File: src/rtl/reg32_wr_arbiter_pkg.sv
// Shared types and constants for the round-robin write arbiter in front of a
// load-enabled storage register.
package reg_arb_pkg;

  typedef enum logic [1:0] {
    IDLE  = 2'd0,
    ISSUE = 2'd1,
    CHECK = 2'd2,
    HOLD  = 2'd3
  } state_t;

  localparam int DEF_NUM_REQ = 4;
  localparam int DEF_ID_W    = $clog2(DEF_NUM_REQ);
  localparam int WCNT_W      = 16;
  localparam int HOLD_W      = 4;

  function automatic int id_width(input int n);
    return (n > 1) ? $clog2(n) : 1;
  endfunction

endpackage

File: src/rtl/reg32_wr_arbiter_rr_pick.sv
// Combinational round-robin selector: first requester set when scanning
// upward from the one after i_rr_ptr, wrapping modulo NUM_REQ.
module rr_pick
  import reg_arb_pkg::*;
#(
  parameter int NUM_REQ = DEF_NUM_REQ,
  parameter int ID_W    = DEF_ID_W
) (
  input  logic [NUM_REQ-1:0] i_req,
  input  logic [ID_W-1:0]    i_rr_ptr,
  output logic               o_any,
  output logic [ID_W-1:0]    o_winner
);

  int   w_idx;
  logic w_hit;

  // Scan priority order; the first hit locks the winner.
  always_comb begin
    o_any    = 1'b0;
    o_winner = '0;
    w_idx    = 0;
    w_hit    = 1'b0;
    for (int i = 1; i <= NUM_REQ; i++) begin
      w_idx    = int'(i_rr_ptr) + i;
      w_idx    = (w_idx >= NUM_REQ) ? (w_idx - NUM_REQ) : w_idx;
      w_hit    = !o_any && i_req[w_idx];
      o_winner = w_hit ? w_idx[ID_W-1:0] : o_winner;
      o_any    = o_any | w_hit;
    end
  end

endmodule

File: src/rtl/reg32_wr_arbiter.sv
// Round-robin arbiter sharing one load-enabled storage register among
// NUM_REQ writers, with one-cycle-later readback check of every write.
module reg32_wr_arbiter
  import reg_arb_pkg::*;
#(
  parameter int NUM_REQ     = 4,
  parameter int WIDTH       = 32,
  parameter int HOLD_CYCLES = 0
) (
  input  logic                       clk,
  input  logic                       rst,
  input  logic [NUM_REQ-1:0]         req_valid,
  input  logic [NUM_REQ*WIDTH-1:0]   req_data,
  output logic [NUM_REQ-1:0]         req_ready,
  output logic                       load,
  output logic [WIDTH-1:0]           d,
  input  logic [WIDTH-1:0]           q,
  output logic [$clog2(NUM_REQ)-1:0] grant_id,
  output logic                       busy,
  output logic [WCNT_W-1:0]          wr_count,
  output logic                       err
);

  localparam int                 ID_W      = id_width(NUM_REQ);
  localparam logic [HOLD_W-1:0]  HOLD_LOAD = HOLD_W'(HOLD_CYCLES);
  localparam logic [NUM_REQ-1:0] ONE_HOT0  = {{(NUM_REQ-1){1'b0}}, 1'b1};

  state_t             r_state;
  state_t             w_state_nxt;
  logic [ID_W-1:0]    r_rr_ptr;
  logic [ID_W-1:0]    r_grant_id;
  logic [HOLD_W-1:0]  r_hold_cnt;
  logic [NUM_REQ-1:0] r_req_ready;
  logic               r_load;
  logic [WIDTH-1:0]   r_d;
  logic               r_busy;
  logic [WCNT_W-1:0]  r_wr_count;
  logic               r_err;
  logic               w_any;
  logic [ID_W-1:0]    w_winner;
  logic [WIDTH-1:0]   w_sel_data;

  rr_pick #(
    .NUM_REQ (NUM_REQ),
    .ID_W    (ID_W)
  ) u_rr_pick (
    .i_req    (req_valid),
    .i_rr_ptr (r_rr_ptr),
    .o_any    (w_any),
    .o_winner (w_winner)
  );

  // Mux out the winning requester's data word.
  always_comb begin
    w_sel_data = '0;
    for (int i = 0; i < NUM_REQ; i++) begin
      w_sel_data = (w_winner == ID_W'(i)) ? req_data[i*WIDTH +: WIDTH] : w_sel_data;
    end
  end

  // Next-state logic.
  always_comb begin
    w_state_nxt = r_state;
    case (r_state)
      IDLE:    w_state_nxt = w_any ? ISSUE : IDLE;
      ISSUE:   w_state_nxt = CHECK;
      CHECK:   w_state_nxt = (HOLD_CYCLES > 0) ? HOLD : IDLE;
      HOLD:    w_state_nxt = (r_hold_cnt <= 4'd1) ? IDLE : HOLD;
      default: w_state_nxt = IDLE;
    endcase
  end

  // State register.
  always_ff @(posedge clk or posedge rst) begin
    if (rst) begin
      r_state <= IDLE;
    end else begin
      r_state <= w_state_nxt;
    end
  end

  // Registered outputs, pointer, hold counter and readback check.
  always_ff @(posedge clk or posedge rst) begin
    if (rst) begin
      r_rr_ptr    <= ID_W'(NUM_REQ - 1);
      r_grant_id  <= '0;
      r_hold_cnt  <= '0;
      r_req_ready <= '0;
      r_load      <= 1'b0;
      r_d         <= '0;
      r_busy      <= 1'b0;
      r_wr_count  <= '0;
      r_err       <= 1'b0;
    end else begin
      case (r_state)
        IDLE: begin
          if (w_any) begin
            r_d         <= w_sel_data;
            r_load      <= 1'b1;
            r_req_ready <= ONE_HOT0 << w_winner;
            r_grant_id  <= w_winner;
            r_rr_ptr    <= w_winner;
          end
        end
        ISSUE: begin
          r_load      <= 1'b0;
          r_req_ready <= '0;
          r_wr_count  <= r_wr_count + 16'd1;
        end
        CHECK: begin
          if (q != r_d) begin
            r_err <= 1'b1;
          end
          r_hold_cnt <= HOLD_LOAD;
        end
        HOLD: begin
          r_hold_cnt <= r_hold_cnt - 4'd1;
        end
        default: begin
          r_load      <= 1'b0;
          r_req_ready <= '0;
        end
      endcase
      r_busy <= (w_state_nxt != IDLE);
    end
  end

  assign req_ready = r_req_ready;
  assign load      = r_load;
  assign d         = r_d;
  assign grant_id  = r_grant_id;
  assign busy      = r_busy;
  assign wr_count  = r_wr_count;
  assign err       = r_err;

endmodule

File: config.mk
export PLATFORM = sky130hd
export DESIGN_NAME = reg32_wr_arbiter
export DESIGN_NICKNAME = d
export VERILOG_FILES = /design/src/rtl/reg32_wr_arbiter_pkg.sv /design/src/rtl/reg32_wr_arbiter_rr_pick.sv /design/src/rtl/reg32_wr_arbiter.sv
export SDC_FILE = /design/constraint.sdc
export NUM_CORES = 1
export LEC_CHECK = 0
export ABC_AREA = 1
export BUFFER_PORTS_ARGS = -buffer_cell sky130_fd_sc_hd__buf_2
export CAP_MARGIN = 20
export CORE_ASPECT_RATIO = 0.6
export CORE_UTILIZATION = 51
export CTS_BUF_LIST = sky130_fd_sc_hd__clkbuf_8
export CTS_CLUSTER_DIAMETER = 150
export DETAILED_ROUTE_END_ITERATION = 7
export PLACE_DENSITY = 0.87
export SLEW_MARGIN = 10
export SYNTH_ARGS = -nofsm -noshare
export SYNTH_HDL_FRONTEND = slang
export SYNTH_SLANG_ARGS = --single-unit
File: constraint.sdc
create_clock -name clk -period 4.1 [get_ports clk]
set_clock_uncertainty 0.2 [all_clocks]
set_input_delay 1.23 -clock clk [delete_from_list [all_inputs] [get_ports clk]]
set_output_delay 1.23 -clock clk [all_outputs]
set_load 0.05 [all_outputs]
==> results of run 1 <==
## synthesized netlist by cell type, drive strengths merged (2+ instances only)
cell type,count
inv,134
dfstp,2
xor2,32
nand3,65
or2,2
ha,3
nand2,293
xnor2,12
nor3,5
buf,20
o21ai,12
dfrtp,63
nor4,4
nor2,69
nand4,8
clkbuf,6
## per-stage QoR
step | power [mW] | util
4_1_cts | 6.10 | 0.694
2_1_floorplan | 4.62 | -
5_1_grt | 6.66 | 0.695
3_3_place_gp | 5.39 | 0.668
3_5_place_dp | 5.46 | 0.668
6_report | 6.08 | 0.695
## worst paths after layout
check | start | to | cells past startpoint
hold / removal | wr_count[15] | wr_count[15] | 1
max in group asynchronous | rst | d[18] | 3
setup reg to reg | r_rr_ptr[0] | d[8] | 16
min in group asynchronous | rst | d[22] | 3
hold reg to reg | wr_count[15] | wr_count[15] | 1
setup / recovery | req_valid[2] | d[8] | 16
## metal layers
metal  part of all wire  wire length [µm]  vias up
met2               0.46              6360      218
met3              0.068               924       16
met4              0.013               182        0
met5                  0                 0        -
met1               0.45              6210     2327
li1                   -                 -     2618
## cell usage in the layout (no fill, tap or decap), drive strengths merged, types with 2 or more instances in the layout
cell    instances
buf           228
bufinv          2
clkbuf          9
clkinv          3
dfrtp          63
dfstp           2
ha              3
inv           136
nand2         293
nand3          65
nand4           8
nor2           69
nor3            5
nor4            4
o21ai          12
or2             2
xnor2          12
xor2           32
## state kept, by name, summed over array words and instances, names as in the netlist
signal,count
busy,1
d,32
err,1
grant_id,2
load,1
r_hold_cnt,4
r_rr_ptr,2
r_state,2
req_ready,4
wr_count,16
## worst register-to-register path, delay by kind of cell (launching register included)
kind                   cells  cell delay [ps]
flip-flops                 1              640
AND/OR/NAND/NOR           13             1480
buffers and inverters      3              400
## cell families after synthesis
family	after synthesis	share of synthesized area
AO/OA/AOI/OAI	16	0.0183
adder cells (fa/ha/maj)	3	0.00795
XOR/XNOR	44	0.0816
flip-flops	65	0.345
buffers and inverters	160	0.145
AND/OR/NAND/NOR	448	0.402
## power by group through the flow
| stage | Sequential, mW | Clock, mW | Combinational [mW] |
|---|---|---|---|
| floorplan | 1.86 | 0 | 2.76 |
| global placement | 1.20 | 0 | 4.20 |
| detailed placement | 1.19 | 0 | 4.26 |
| CTS | 1.19 | 0.638 | 4.27 |
| global route | 1.23 | 0.666 | 4.76 |
| finish | 1.19 | 0.630 | 4.26 |
## cell type report
class	count	area [µm²]	share of cell area
Multi-Input combinational cell	511	2410	0.396
Sequential cell	65	1630	0.268
Timing Repair Buffer	228	1170	0.192
Inverter	134	505	0.0832
Tap cell	112	140	0.0231
Clock buffer	9	124	0.0204
Clock inverter	7	103	0.0169
Antenna cell	1	2.50	0.000412
==> results by group, run 1 <==
Detailed routing
  • Count of nets left with antenna violations after detail routing: 0
  • Average routed wire per standard cell: 12.8 µm
  • Number of design-rule violations left by the first detailed-router iteration: 275
  • Number of detailed-route iterations in the first pass: 4
  • DRC violation count after routing: 0
  • Total Wirelength: between 10000 and 15000 µm
  • Mean number of vias per cell: 4.85
  • Detailed-route via count: just over 5000

STA
  • Tightest hold margin: between 200 and 300 ps
  • Relative slew slack: 0.449
  • Total setup violations reported at the end of the flow: 0
  • RSZ-0062 raised after global routing: no
  • Post-layout min period: 3100 ps
  • Setup Total Neg Slack: 0 ps
  • Final cycle utilization of the critical path: 0.755
  • Max Freq: 323 MHz
  • Final-report max-slew violation count: 0
  • Final Hold Fails: 0
  • Transition time of the tightest slew-check pin: 826 ps
  • Post-route worst setup slack: 1000 ps

Global routing
  • Total global routing track utilization: 0.295
  • Global-route met1 utilization: 0.394
  • Highest-utilization routing layer at the global route stage: met2
  • Number of global-route vias before repair: 4822
  • Antenna violations before repair: 1
  • Aggregate global routing overflow: 0
  • Global routing met2 resource utilization: 0.486
  • Met3 Resource Use GR: 0.0688
  • Largest net degree at the start of global routing: 66
  • Wire length of the first global-routing pass: 22700 µm

Finish
  • Fillers: 784
  • Fin cells: 1067
  • Proportion of layout cells with a drive suffix above 1: 0.283
  • Syn-to-layout area delta: 28.7%
  • Net count reported at finish: 1118
  • Final non-filler cell area: 0.00608 mm²

Pwr
  • Net switching share of the total power: 0.586
  • Combinational cell fraction of total power: 0.700
  • P_sw: about 3.6 mW
  • Register share of total power: 0.196
  • Clock Power Share: 0.104
  • Pwr Density: 1000 mW/mm²
  • Peak VDD IR: 0.612 mV
  • Internal Pwr Total: 2.52 mW
  • Leak Pwr: ~3.9 nW

Clocking
  • Insertion delay of the later-clocked pin in the worst-skew pair: 350 ps
  • Total clock buffers created by CTS: 9
  • Hold-fix buffers, CTS: 0
  • Post-CTS repair timing setup buffer count: 0
  • Root Driver: clkbuf_8
  • Clock tree from TritonCTS: built
  • Post-cts gate resize count: 0
  • Maximum level of the CTS H-tree: 3
  • Number of buffers on the longest clock path: 2
  • Clock transition at path regs: 80 ps
  • Number of clock sinks: 65

Worst hold path
  • Hold crit path type: reg2reg

Setup path
  • Required time at the worst-slack endpoint: 4150 ps
  • Crit end category: register
  • Crit path max-delay cell type: nor2_4
  • Crit-path most repeated cell: nand2_1
  • Combined buffer and inverter count along the critical path: 3
  • Top Family by Delay on Critical Path: simple AND/OR/NAND/NOR gates
  • Maximum cell stage delay along the critical path: 420 ps
  • Cell-by-cell trace of the critical path: buf_2 > nand2_1 > nand2_1 > nand2_1 > nand2_2 > nor2_4 > nand3_1 > nand2_1 > nand2_2 > nor2_4 > buf_12 > nand2_1 > nand2_1 > inv_1 > nand2_1 > nand2_1
  • Arr. time, crit path: 3140 ps
  • Classification of the worst setup path: in2reg
  • Type of element launching the critical path: input port
  • Worst-path fanout max: 38
  • Flop-to-flop setup slack: 1260 ps

Place
  • Worst slack at placement: 652 ps
  • RePlAce Congestion: 0.891
  • Cell Area, Placed: 0.00585 mm²
  • Number of placed cells counting well taps: 1050
  • Detailed placer's ending HPWL: 10300 µm
  • IO buf count: 222

Floorplanning
  • # IOs: 223
  • Die area: 0.00966 mm²
  • Die Width: 126 µm
  • CORE AREA: 0.00875 mm²
  • Effective utilization at floorplan: 0.540
  • Die H: approximately 77 µm
  • Rows: 26

Synth
  • Cell taking the most area after synthesis: dfrtp_1
  • Async set-or-reset flop fraction in the synthesized netlist: 1.00
  • Area contributors post-synth: dfrtp_1 (33%), nand2_1 (22%), inv_1 (10%), nand3_1 (6.8%), xor2_1 (5.9%)
  • Primary FF master, synth: dfrtp_1
  • Fraction of synthesized cell area taken by the top area cell type: 0.334
  • Syn nets: roughly 910
  • Number of warnings printed during yosys synthesis: 0
  • EDFF count, synth: 0
  • Number of storage elements in the synthesis netlist: between 60 and 70
  • Post-synthesis cell count: 736
  • Post-Syn Area per Cell: 6.42 µm²
  • Summed instance area of the synthesized netlist: about 0.0047 mm²
  • Count of unique library cells instantiated by Yosys: 30
  • Sequential-to-total area share from yosys stat: 0.345

Run status
  • Status: finished, final reports clean

Run
  • Number of violations of the max-capacitance limit: 0
Power figures use the tool's default switching activity.
==> run 2, diff against run 1 <==
--- a/config.mk
+++ b/config.mk
@@ -9,11 +9,11 @@
 export BUFFER_PORTS_ARGS = -buffer_cell sky130_fd_sc_hd__buf_2
 export CAP_MARGIN = 20
 export CORE_ASPECT_RATIO = 0.6
-export CORE_UTILIZATION = 51
+export CORE_UTILIZATION = 49
 export CTS_BUF_LIST = sky130_fd_sc_hd__clkbuf_8
 export CTS_CLUSTER_DIAMETER = 150
 export DETAILED_ROUTE_END_ITERATION = 7
-export PLACE_DENSITY = 0.87
+export PLACE_DENSITY = 0.84
 export SLEW_MARGIN = 10
 export SYNTH_ARGS = -nofsm -noshare
 export SYNTH_HDL_FRONTEND = slang
==> constraint.sdc (replaced) <==
create_clock -name clk -period 3 [get_ports clk]
set_clock_uncertainty 0.2 [all_clocks]
set_input_delay 0.9 -clock clk [delete_from_list [all_inputs] [get_ports clk]]
set_output_delay 0.9 -clock clk [all_outputs]
set_load 0.05 [all_outputs]
==> results by group, run 2 (same netlist as run 1, synthesis figures left out) <==
Place
  • Detailed placer's ending HPWL: between 10000 and 15000 µm
  • IO buf count: 222
  • Number of placed cells counting well taps: 1071
  • RePlAce Congestion: between 0.8 and 0.9

Setup path
  • Arr. time, crit path: 2610 ps
  • Top Family by Delay on Critical Path: simple AND/OR/NAND/NOR gates
  • Classification of the worst setup path: reg2reg
  • Cell-by-cell trace of the critical path: inv_4 > nand2_1 > nand2_1 > nand2_1 > nand2_2 > nor2_4 > nand3_1 > nand2_1 > nand2_2 > buf_4 > inv_2 > nand2_2 > nand2_1 > nor2_1 > nand2_1 > nand3_1
  • Crit end category: register
  • Combined buffer and inverter count along the critical path: 3
  • Crit path max-delay cell type: dfstp_2
  • Required time at the worst-slack endpoint: 3010 ps
  • Crit-path most repeated cell: nand2_1
  • Maximum cell stage delay along the critical path: approximately 630 ps
  • Worst-path fanout max: 14
  • Type of element launching the critical path: register

Global routing
  • Number of global-route vias before repair: between 4000 and 5000
  • Aggregate global routing overflow: 0
  • Antenna violations before repair: 0
  • Wire length of the first global-routing pass: 21400 µm
  • Total global routing track utilization: 0.275
  • Largest net degree at the start of global routing: 46

STA
  • Final Hold Fails: 0
  • Post-layout min period: 2600 ps
  • RSZ-0062 raised after global routing: no
  • Final cycle utilization of the critical path: 0.866
  • Total setup violations reported at the end of the flow: 0
  • Setup Total Neg Slack: 0 ps
  • Final-report max-slew violation count: 0
  • Max Freq: a little under 400 MHz
  • Relative slew slack: 0.533
  • Transition time of the tightest slew-check pin: roughly 700 ps

Clocking
  • Post-CTS repair timing setup buffer count: 0
  • Number of clock sinks: 65
  • Root Driver: clkbuf_8
  • Clock transition at path regs: 70 ps
  • Clock tree from TritonCTS: built
  • Post-cts gate resize count: 0
  • Insertion delay of the later-clocked pin in the worst-skew pair: roughly 330 ps
  • Maximum level of the CTS H-tree: 3
  • Hold-fix buffers, CTS: 0
  • Number of buffers on the longest clock path: 2
  • Total clock buffers created by CTS: 9

Finish
  • Proportion of layout cells with a drive suffix above 1: 0.282
  • Net count reported at finish: 1121
  • Number of inserted diodes: 0
  • Fin cells: between 1000 and 1500
  • Syn-to-layout area delta: 28.9%
  • Leading cell type in the layout, fill and taps excluded: nand2_1
  • Max FFs per register: 32
  • Leading cell types in the layout, fill and taps excluded: nand2_1 (283), buf_2 (222), inv_1 (131)

Detailed routing
  • Number of design-rule violations left by the first detailed-router iteration: between 200 and 300
  • Number of detailed-route iterations in the first pass: 5
  • Detailed-route via count: ~5000
  • Total Wirelength: 13500 µm
  • Average routed wire per standard cell: 12.4 µm
  • DRC violation count after routing: 0
  • Count of nets left with antenna violations after detail routing: 0
  • Mean number of vias per cell: 4.69

Floorplanning
  • Effective utilization at floorplan: 0.510
  • # IOs: 223
  • CORE AREA: 0.00926 mm²
  • Die Width: 129 µm
  • Die H: 78.0 µm
  • Die area: around 0.01 mm²
  • Rows: 27

Run status
  • Status: finished, final reports clean

Run
  • Number of violations of the max-capacitance limit: 0

Pwr
  • Pwr Density: ~1300 mW/mm²
  • Peak VDD IR: about 0.76 mV
  • Leak Pwr: 3.87 nW

Worst hold path
  • Hold crit path type: reg2reg
## run 2: power by group
part / total (mW) / switching [mW] / internal [mW]
combinational: 5.90 / 4.13 / 1.77
clock: 0.623 / 0.313 / 0.310
sequential: 1.63 / 0.365 / 1.27
## run 2: final cells by class
class / count / area, µm²
sequential: 65 / 1630
tap: 130 / 163
clock buffer: 10 / 138
clock inverter: 6 / 28.8
inverter: 134 / 505
multi-input combinational: 511 / 2410
fill: 858 / 3170
timing repair buffer: 231 / 1220
## run 2: worst reg2reg max path, cell delays in order, from the launching register on
cell     delay, ps
dfstp_2        630
inv_4           90
nand2_1         70
nand2_1         80
nand2_1        110
nand2_2         80
nor2_4         130
nand3_1         80
nand2_1         70
nand2_2        150
buf_4          240
inv_2          150
nand2_2        140
nand2_1         90
nor2_1          40
nand2_1         50
nand3_1         60
## run 2: metrics by stage
step	power [mW]	cell area, µm²	util	setup WS, ps	hold slack, ps
3_3_place_gp	7.43	5920	0.639	186	245
5_1_grt	8.95	6090	0.657	188	304
4_1_cts	8.19	6090	0.657	417	269
6_report	8.16	6090	0.657	402	265
3_5_place_dp	7.54	5920	0.639	143	252
2_1_floorplan	6.32	4720	-	277	285
## run 2: routing by layer
layer | routed length [µm] | global-route usage | vias to the layer above | share of wire
met5 | 0 | 0 | - | 0
met4 | 77 | 0.0459 | 0 | 0.0057
met3 | 1090 | 0.0668 | 9 | 0.081
met2 | 6190 | 0.465 | 200 | 0.46
met1 | 6140 | 0.362 | 2282 | 0.46
li1 | - | - | 2608 | -
## run 2: final timing paths
kind | from | to | slack [ps] | depth (start not counted)
max | r_rr_ptr[0] | d[1] | 400 | 16
min | err | err | 270 | 2
max reg2reg | r_rr_ptr[0] | d[1] | 400 | 16
min reg2reg | err | err | 270 | 2
max in group asynchronous | rst | d[3] | 1640 | 3
min in group asynchronous | rst | d[19] | 370 | 2
